**config.mk**
```make
export PLATFORM = sky130hd
export DESIGN_NAME = uart_sample_framer
export DESIGN_NICKNAME = d
export VERILOG_FILES = /design/src/rtl/uart_sample_framer.sv
export SDC_FILE = /design/constraint.sdc
export NUM_CORES = 1
export LEC_CHECK = 0
export CORE_MARGIN = 2
export CORE_UTILIZATION = 55
export DETAILED_ROUTE_END_ITERATION = 6
export GPL_TIMING_DRIVEN = 0
export PLACE_DENSITY_LB_ADDON = 0.3
export SLEW_MARGIN = 20
export SYNTH_ARGS = -nofsm -noshare
export SYNTH_HDL_FRONTEND = slang
export SYNTH_SLANG_ARGS = --single-unit
```
**constraint.sdc**
```tcl
create_clock -name clk -period 3.1 [get_ports clk]
set_input_delay 0.465 -clock clk [delete_from_list [all_inputs] [get_ports clk]]
set_output_delay 0.465 -clock clk [all_outputs]
set_load 0.01 [all_outputs]
```
**src/rtl/uart_sample_framer.sv**
```systemverilog
// Buffers 16-bit samples in a FIFO and emits each one as a 4-byte frame
// (sync, high byte, low byte, hi^lo checksum) over a byte-wide UART handshake.
module uart_sample_framer #(
    parameter int unsigned DEPTH     = 16,
    parameter logic [7:0]  SYNC_BYTE = 8'hA5
) (
    input  logic                     clk,
    input  logic                     rst,
    input  logic [15:0]              sample_in,
    input  logic                     sample_valid,
    output logic                     sample_ready,
    output logic [7:0]               tx_data,
    output logic                     tx_valid,
    input  logic                     tx_ready,
    output logic [$clog2(DEPTH):0]   fifo_level,
    output logic                     overflow
);
    localparam int unsigned AW = $clog2(DEPTH);
    localparam logic [AW:0] FULL_LVL = (AW+1)'(DEPTH);

    // states: IDLE pop head | SEND strobe byte | WAIT_BUSY await tx accept | WAIT_DONE await tx idle
    typedef enum logic [1:0] {IDLE, SEND, WAIT_BUSY, WAIT_DONE} state_t;

    logic [15:0]   mem_q [DEPTH];
    logic [AW-1:0] wr_ptr_q, rd_ptr_q;
    logic [AW:0]   level_q, level_d;
    logic          overflow_q;
    state_t        state_q, state_d;
    logic [15:0]   sample_q, sample_d;
    logic [1:0]    byte_idx_q, byte_idx_d;
    logic [7:0]    tx_data_q, tx_data_d;
    logic          tx_valid_q, tx_valid_d;
    logic          full, wr_en, pop;
    logic [7:0]    frame_byte;

    assign full         = (level_q == FULL_LVL);
    assign wr_en        = sample_valid & ~full;
    assign sample_ready = ~full;
    assign fifo_level   = level_q;
    assign overflow     = overflow_q;
    assign tx_data      = tx_data_q;
    assign tx_valid     = tx_valid_q;

    always_ff @(posedge clk) begin
        if (wr_en) begin
            mem_q[wr_ptr_q] <= sample_in;
        end
    end

    always_comb begin
        level_d = level_q;
        if (wr_en && !pop) begin
            level_d = level_q + (AW+1)'(1);
        end else if (!wr_en && pop) begin
            level_d = level_q - (AW+1)'(1);
        end
    end

    always_comb begin
        case (byte_idx_q)
            2'd0:    frame_byte = SYNC_BYTE;
            2'd1:    frame_byte = sample_q[15:8];
            2'd2:    frame_byte = sample_q[7:0];
            default: frame_byte = sample_q[15:8] ^ sample_q[7:0];
        endcase
    end

    always_comb begin
        state_d    = state_q;
        sample_d   = sample_q;
        byte_idx_d = byte_idx_q;
        tx_data_d  = tx_data_q;
        tx_valid_d = 1'b0;
        pop        = 1'b0;
        case (state_q)
            IDLE: begin
                if (level_q != '0) begin
                    pop        = 1'b1;
                    sample_d   = mem_q[rd_ptr_q];
                    byte_idx_d = 2'd0;
                    state_d    = SEND;
                end
            end
            SEND: begin
                if (tx_ready) begin
                    tx_data_d  = frame_byte;
                    tx_valid_d = 1'b1;
                    state_d    = WAIT_BUSY;
                end
            end
            // tx_ready is still high right after the strobe; only a low proves acceptance
            WAIT_BUSY: begin
                if (!tx_ready) begin
                    state_d = WAIT_DONE;
                end
            end
            WAIT_DONE: begin
                if (tx_ready) begin
                    if (byte_idx_q == 2'd3) begin
                        state_d = IDLE;
                    end else begin
                        byte_idx_d = byte_idx_q + 2'd1;
                        state_d    = SEND;
                    end
                end
            end
            default: state_d = IDLE;
        endcase
    end

    always_ff @(posedge clk or posedge rst) begin
        if (rst) begin
            wr_ptr_q   <= '0;
            rd_ptr_q   <= '0;
            level_q    <= '0;
            overflow_q <= 1'b0;
            state_q    <= IDLE;
            sample_q   <= '0;
            byte_idx_q <= '0;
            tx_data_q  <= '0;
            tx_valid_q <= 1'b0;
        end else begin
            if (wr_en) begin
                wr_ptr_q <= wr_ptr_q + AW'(1);
            end
            if (pop) begin
                rd_ptr_q <= rd_ptr_q + AW'(1);
            end
            if (sample_valid && full) begin
                overflow_q <= 1'b1;
            end
            level_q    <= level_d;
            state_q    <= state_d;
            sample_q   <= sample_d;
            byte_idx_q <= byte_idx_d;
            tx_data_q  <= tx_data_d;
            tx_valid_q <= tx_valid_d;
        end
    end
endmodule

```
---- Word level (Yosys, flattened, before mapping) ----
Memory sizes are Yosys's and may differ from the RTL's. A register that Yosys moved wholly into a read port is not among the register bits.
Cells that the tools add are included.
storage, ports and cells
  bits in registers ....................... 27
  latch bits .............................. 0
  RAM bits ................................ 256
  memory bits (read-only) ................. 0
  input port bits ......................... 20
  output and inout bits ................... 16
  logic and storage cells ................. 62
  memories ................................ 1
cells by class
  $add $sub $neg .......................... 5
  multipliers ............................. 0
  divide/modulo/power cells ............... 0
  order comparisons ....................... 0
  equal/unequal tests ..................... 12
  shift-type cells ........................ 0
  mux-type cells .......................... 19
  bitwise gates (word level) .............. 3
  reductions and logical operators ........ 14
memory list
  memory  depth  width  rd ports  clocked after memory_dff  write ports  RTL line  text
  mem_q   16     16     1         1                         1            24        logic [15:0] mem_q [DEPTH];
operators with widths
  cell                   number
  $pmux W8 S3            1
  $mux W2                7
  $mux W5                2
  $ne A2 B2 Y1 const B   5
  $add A4 B1 Y4 const B  2
  $eq A2 B2 Y1 const B   4
  $pmux W2 S4            1
  $reduce_and A4 Y1      2
  $xor A8 B8 Y8          1
  $mux W1                7
  $add A5 B1 Y5 const B  1
  $eq A5 B5 Y1 const B   1
  $reduce_bool A5 Y1     1
  $sub A5 B1 Y5 const B  1
  $eq A2 B1 Y1 const B   2
  $logic_not A2 Y1       2
  $pmux W2 S2            1
  $reduce_and A2 Y1      2
  $reduce_bool A2 Y1     2
  $logic_and A1 B1 Y1    3
  $add A2 B1 Y2 const B  1
  $logic_not A1 Y1       2
  $and A1 B1 Y1          1
  $not A1 Y1             1

---- Longest topological paths before layout ----
Gate-level depths: netlist of run 1.
  depth after elaboration ................. 7
  depth in mapped cells ................... 13
  mapped depth without buffers ............ 12

---- Worst setup path before layout of run 1 ----
Ideal clock, no wire load.
  path kind ............................... register -> register
  from .................................... register level_q[0], in the netlist fifo_level[0]
  to ...................................... register level_q[4], in the netlist fifo_level[4]
  setup time .............................. 0.080 ns
  data arrival time ....................... 2.680 ns
  data required time ...................... 3.020 ns
  path slack .............................. 0.340 ns
  cell stages (with the launch flop) ...... 12
  clock period less this slack ............ 2.760 ns
  cells stage by stage .................... dfrtp_1 > nor4_4 > a21oi_2 > inv_2 > buf_2 > ha_1 > inv_1 > fa_1 > a21o_1 > a21oi_1 > mux2i_1 > xnor2_1
between the ends
  word-level cells in the longest chain between the ends .. 6
ends and longest elaborated chain
  element                                                RTL line  text
  start: declaration                                     26        logic [AW:0] level_q, level_d;
  start signal: assignment                               132       level_q <= level_d;
  branches (longest 6 deep; another with $sub A5 B1 Y5)  --
Several ways; the timed one is not identified. The select of a mux whose other input is x is not followed.
A chain may end at the register's enable or synchronous reset.

---- Final worst setup path of run 1 ----
  from .................................... register level_q[1], in the netlist fifo_level[1]
  to ...................................... register level_q[4], in the netlist fifo_level[4]
Same word-level chain as after synthesis.

==> results of run 1 <==
-- per-stage QoR --
step | setup slack [ps] | utilization [%] | std cells | total power [mW] | hold slack (ps)
after floorplan | 340 | - | 615 | 8.19 | 465
after global placement | -1210 | 59.6 | 925 | 9.35 | 452
after detailed placement | -24.3 | 61.1 | 946 | 9.65 | 469
after CTS | 98.2 | 65.4 | 1001 | 12.9 | 183
after global routing | 18.4 | 65.5 | 1003 | 13.5 | 197
final | 184 | 65.5 | 1003 | 12.9 | 192
-- routing by layer --
metal	track usage, %	part of all wire (%)	vias to the layer above
li1	-	-	2666
met1	31.6	41	3186
met2	37.1	49	257
met3	4.19	7.1	58
met4	8.13	3.6	0
met5	0	0	-
-- synthesized netlist by cell type, types with 12 or more instances --
cell / count
a211oi_1: 17
a21o_1: 19
clkbuf_1: 12
dfrtp_1: 43
edfxtp_1: 256
ha_1: 17
inv_1: 13
mux2i_1: 17
mux4_2: 65
nand2_1: 27
nor2_1: 18
o21ai_0: 19
o22ai_1: 17
-- timing repair --
| action | in CTS | in global routing |
|---|---|---|
| pin swaps | 1 | 0 |
| resized for setup | 0 | 2 |
| endpoints found under the setup margin | 1 | 2 |
| buffers inserted | 1 | 2 |
-- report_power, final --
| part | internal (mW) | switching (mW) |
|---|---|---|
| Clock | 1.84 | 1.45 |
| Sequential | 5.00 | 0.327 |
| Combinational | 1.95 | 2.34 |
| Total | 8.79 | 4.11 |
-- registers in the layout (all words and copies together), names as in the netlist --
signal      flops
fifo_level      5
rd_ptr_q        4
tx_data         8
byte_idx_q      2
state_q         2
wr_ptr_q        4
overflow        1
sample_q       16
mem_q         256
tx_valid        1
-- layout make-up --
| class | instances | area share (%) |
|---|---|---|
| multi-input cells | 271 | 21.6 |
| plain buffers | 31 | 1.22 |
| inverters | 14 | 0.379 |
| repair buffers | 59 | 4.65 |
| clock inverters | 16 | 0.867 |
| well taps | 275 | 2.48 |
| flip-flops and latches | 299 | 63.3 |
| clock buffers | 38 | 5.56 |
-- logic make-up (layout without fill, tap and decap cells) --
family | count (synthesis) | count (layout) | synth area share, %
xor+xnor | 13 | 13 | 0.956
compound gates | 94 | 94 | 5.38
simple gates | 62 | 62 | 2.39
flops | 299 | 299 | 73.6
mux | 84 | 84 | 13.9
fa+ha+maj | 18 | 18 | 1.95
buf+inv | 45 | 158 | 1.86
-- worst min path at each step --
stage / slack [ps] / startpoint / end
global route: 200 / rst / wr_ptr_q[1]$_DFFE_PP0P_
finish: 190 / rst / fifo_level[0]$_DFFE_PP0P_
detailed placement: 470 / tx_data[6]$_DFFE_PP0P_ / tx_data[6]$_DFFE_PP0P_
global placement: 450 / overflow$_DFFE_PP0P_ / overflow$_DFFE_PP0P_
floorplan: 470 / sample_q[15]$_DFFE_PP0P_ / sample_q[15]$_DFFE_PP0P_
CTS: 180 / rst / fifo_level[1]$_DFFE_PP0P_
==> impl_metrics.ini, run 1 <==
[timing]
maxSlewViolCount = 0
setup_viol = 0
max_freq_mhz = 343
worstMarginPinSlew_ps = 880
min_period_ps = 2920
skew_ps = 19.4
setup_tns_ps = 0
hold_viol = 0
max_slew_margin_pct = 41.3
rsz0062_at_grt = no
period_share_pct = 94.1

[final_layout]
nets = 743
final_cell_mix = edfxtp_1, mux4_2, dfrtp_1
final_area_mm2 = 0.0139
register_area_mm2 = 0.00876
diodes = 0
area_delta_synth_final_pct = 16.3
final_common_cell = edfxtp_1
final_layout_size_suffix_gt1_share_pct = 24.0
multi_input_area_mm2 = 0.00299
nFillCells = 1372

[global_routing]
track_usage_pct = 22.9
grt_pass1_vias = 6368
overflow = 0
grt_start_max_net_pins = 34
grt_pass1_wl_um = 38000
antenna_found_initial = 0

[floorplanning]
core_mm2 = 0.0212
die_area_mm2 = 0.0229
chipHeight_um = 151
rows = 53
fp.dieW_um = 151
ios = 36
initial_core_util_pct = 56.3

[synthesis]
synthArstFlopShare_pct = 14.4
synth_edf_count = 256
synth_cell_types = 41
synth_area_mm2 = 0.0119
yosysSeqAreaShare_pct = 73.6
synth-seq-cells = 299
synthTopCellsByArea = edfxtp_1, mux4_2, dfrtp_1
synth_top_area_share_pct = 64.5
avgSynthCellArea_um2 = 19.4
syn_inst = 615
synthFlopType = edfxtp_1
synth_nets = 653
yosys_warnings = 0
synth_area_leader_cell = edfxtp_1

[drt]
drc = 0
wire_per_inst_um = 24.7
ant_nets = 0
post_drt_via_cell_ratio = 6.15
firstDrtPassIters = 6
vias = 6167
finalWirelength_um = 24700
dr.first_iter.drc_count = 635

[critical_path]
endpoint_kind = flop
cp-endpoint = fifo_level[4]$_DFFE_PP0P_
critical_path.top_delay_family = adder cells
r2r_setup_slack_ps = 180
path_cells = nor4_4, a21oi_4, inv_2, buf_2, ha_1, inv_1, fa_1, a21o_1, a21oi_1, mux2i_1, xnor2_1
path_buf_inv = 3
arrival_ps = 3380
r2r-start = fifo_level[1]$_DFFE_PP0P_
slowest_delay_ps = 470
cp.required_ps = 3570
critPathKind = reg2reg
crit_path_start_kind = flop
cp.depth = 11
r2r_cells = 11
worstPathMaxFanout = 10
crit_path_top_delay_cell = dfrtp_1
r2r_end = fifo_level[4]$_DFFE_PP0P_
critPathLaunch = fifo_level[1]$_DFFE_PP0P_

[place]
placed_cell_area_mm2 = 0.0129
routabilityCongestion = 0.828
hpwl_um = 17000
portBuffers = 35

[cts]
cts_inserted_buffers = 29
cts.path.max_buffers = 3
cts_num_sinks = 299
hold_buffers = 0
cts_tree = yes
clk_pin_slew_ps = 60
cts_htree_levels = 1
cts_root_buf = clkbuf_16
clock_latency_ps = 560

[power]
p_per_area_mw_per_mm2 = 932
p_leak_nw = 4.76
irDropWorstVdd_v = 0.000520

[hold_path]
hold_class = in2async

[job]
maxCapViolations = 0

[outcome]
status = finished, final reports clean
No activity file was read; power rests on OpenSTA's default activity.
==> inputs of run 2 (changes only) <==
- PLACE_DENSITY: default -> 0.8
- PLACE_DENSITY_LB_ADDON: 0.3 -> default
==> impl_metrics.ini, run 2 (synthesis gave the netlist of run 1 again) <==
[global_routing]
grt_pass1_wl_um = 39100
track_usage_pct = 23.7
grt_pass1_vias = 6507
overflow = 0
grt_start_max_net_pins = 36
antenna_found_initial = 0

[power]
irDropWorstVdd_v = 0.000555
p_per_area_mw_per_mm2 = 960
p_leak_nw = 4.79

[floorplanning]
fp.dieW_um = 151
die_area_mm2 = 0.0229
rows = 53
chipHeight_um = 151
core_mm2 = 0.0212
ios = 36
initial_core_util_pct = 56.3

[final_layout]
largest_reg_flops = 256
final_cell_mix = edfxtp_1, mux4_2, dfrtp_1
diodes = 0
final_common_cell = edfxtp_1
largest-register = mem_q
final_util_pct = 65.8
final_layout_size_suffix_gt1_share_pct = 23.3
final_area_mm2 = 0.0139
area_delta_synth_final_pct = 16.9
nets = 739

[critical_path]
r2r_cells = 10
critPathLaunch = fifo_level[1]$_DFFE_PP0P_
r2r-start = fifo_level[1]$_DFFE_PP0P_
worstPathMaxFanout = 16
cp-endpoint = fifo_level[4]$_DFFE_PP0P_
arrival_ps = 3280
crit_path_start_kind = flop
cp.required_ps = 3570
r2r_end = fifo_level[4]$_DFFE_PP0P_
r2r_setup_slack_ps = 290
critPathKind = reg2reg
endpoint_kind = flop

[outcome]
status = finished, final reports clean

[timing]
setup_ws_ps = 290
max_freq_mhz = 356
maxSlewViolCount = 0
worstMarginPinSlew_ps = 1110
hold_viol = 0
skew_ps = 12.7
max_slew_margin_pct = 25.8
period_share_pct = 90.6
min_period_ps = 2810
rsz0062_at_grt = no
setup_tns_ps = 0
setup_viol = 0

[place]
hpwl_um = 17400
placed_cell_area_mm2 = 0.0129
pre_cts_slack_ps = -67.4
portBuffers = 35
routabilityCongestion = 0.804

[hold_path]
hold_class = in2async

[cts]
clock_latency_ps = 550
cts_tree = yes
cts_num_sinks = 299
cts.path.max_buffers = 3
cts_htree_levels = 1
cts_inserted_buffers = 30
cts_root_buf = clkbuf_16
clk_pin_slew_ps = 60
hold_buffers = 0

[drt]
post_drt_via_cell_ratio = 6.29
drc = 0
wire_per_inst_um = 26.3
dr.first_iter.drc_count = 783
ant_nets = 0
vias = 6294
firstDrtPassIters = 5
finalWirelength_um = 26300

[job]
maxCapViolations = 0
## run 2: cell count changes in the layout (fill, tap and decap cells not counted), sizes merged
cell / change
clkinvlp: -3
clkinv: -4
clkbuf: +5
buf: -5
bufinv: +4
## run 2: metrics by stage
stage	hold slack (ps)	cells	total power, mW
2_1_floorplan	465	615	8.19
3_3_place_gp	452	925	9.30
3_5_place_dp	464	943	9.68
4_1_cts	165	1000	13.4
5_1_grt	204	1000	13.9
6_report	164	1000	13.4
## run 2: critical path, stage by stage, from the launching register on
cell	delay [ps]
dfrtp_1	470
nor4_4	370
a21oi_4	120
inv_2	260
ha_1	230
inv_1	110
fa_1	430
a21o_1	170
a21oi_1	190
mux2i_1	250
xnor2_1	130
## run 2: timing repair
action / CTS / global route
gates resized for setup: 0 / 2
pin swaps: 1 / 0
setup endpoints to repair: 1 / 2
setup buffers: 1 / 1
## run 2: worst min path at each step
stage | to | depth (start not counted)
floorplan | sample_q[15]$_DFFE_PP0P_ | 1
global placement | overflow$_DFFE_PP0P_ | 1
CTS | fifo_level[1]$_DFFE_PP0P_ | 2
finish | wr_ptr_q[0]$_DFFE_PP0P_ | 2
global route | fifo_level[0]$_DFFE_PP0P_ | 2
detailed placement | overflow$_DFFE_PP0P_ | 1
## run 2: where the power goes
part / switching [mW] / internal [mW]
Combinational: 2.39 / 1.93
Sequential: 0.353 / 5.01
Clock: 1.45 / 2.24
Total: 4.19 / 9.17
## run 2: final cells by class
cell class / instances / area [µm²]
well taps: 275 / 344
flip-flops and latches: 299 / 8760
multi-input cells: 271 / 3000
clock inverters: 13 / 204
repair buffers: 55 / 588
plain buffers: 30 / 164
fillers: 1326 / 7220
clock buffers: 43 / 810
inverters: 14 / 52.6
## run 2: metal layers
| layer | vias up | share of wire (%) | GRT usage [%] |
|---|---|---|---|
| li1 | 2666 | - | - |
| met1 | 3238 | 39 | 32.7 |
| met2 | 319 | 50 | 38.9 |
| met3 | 71 | 6.9 | 3.55 |
| met4 | 0 | 4.3 | 9.25 |
| met5 | - | 0 | 0 |
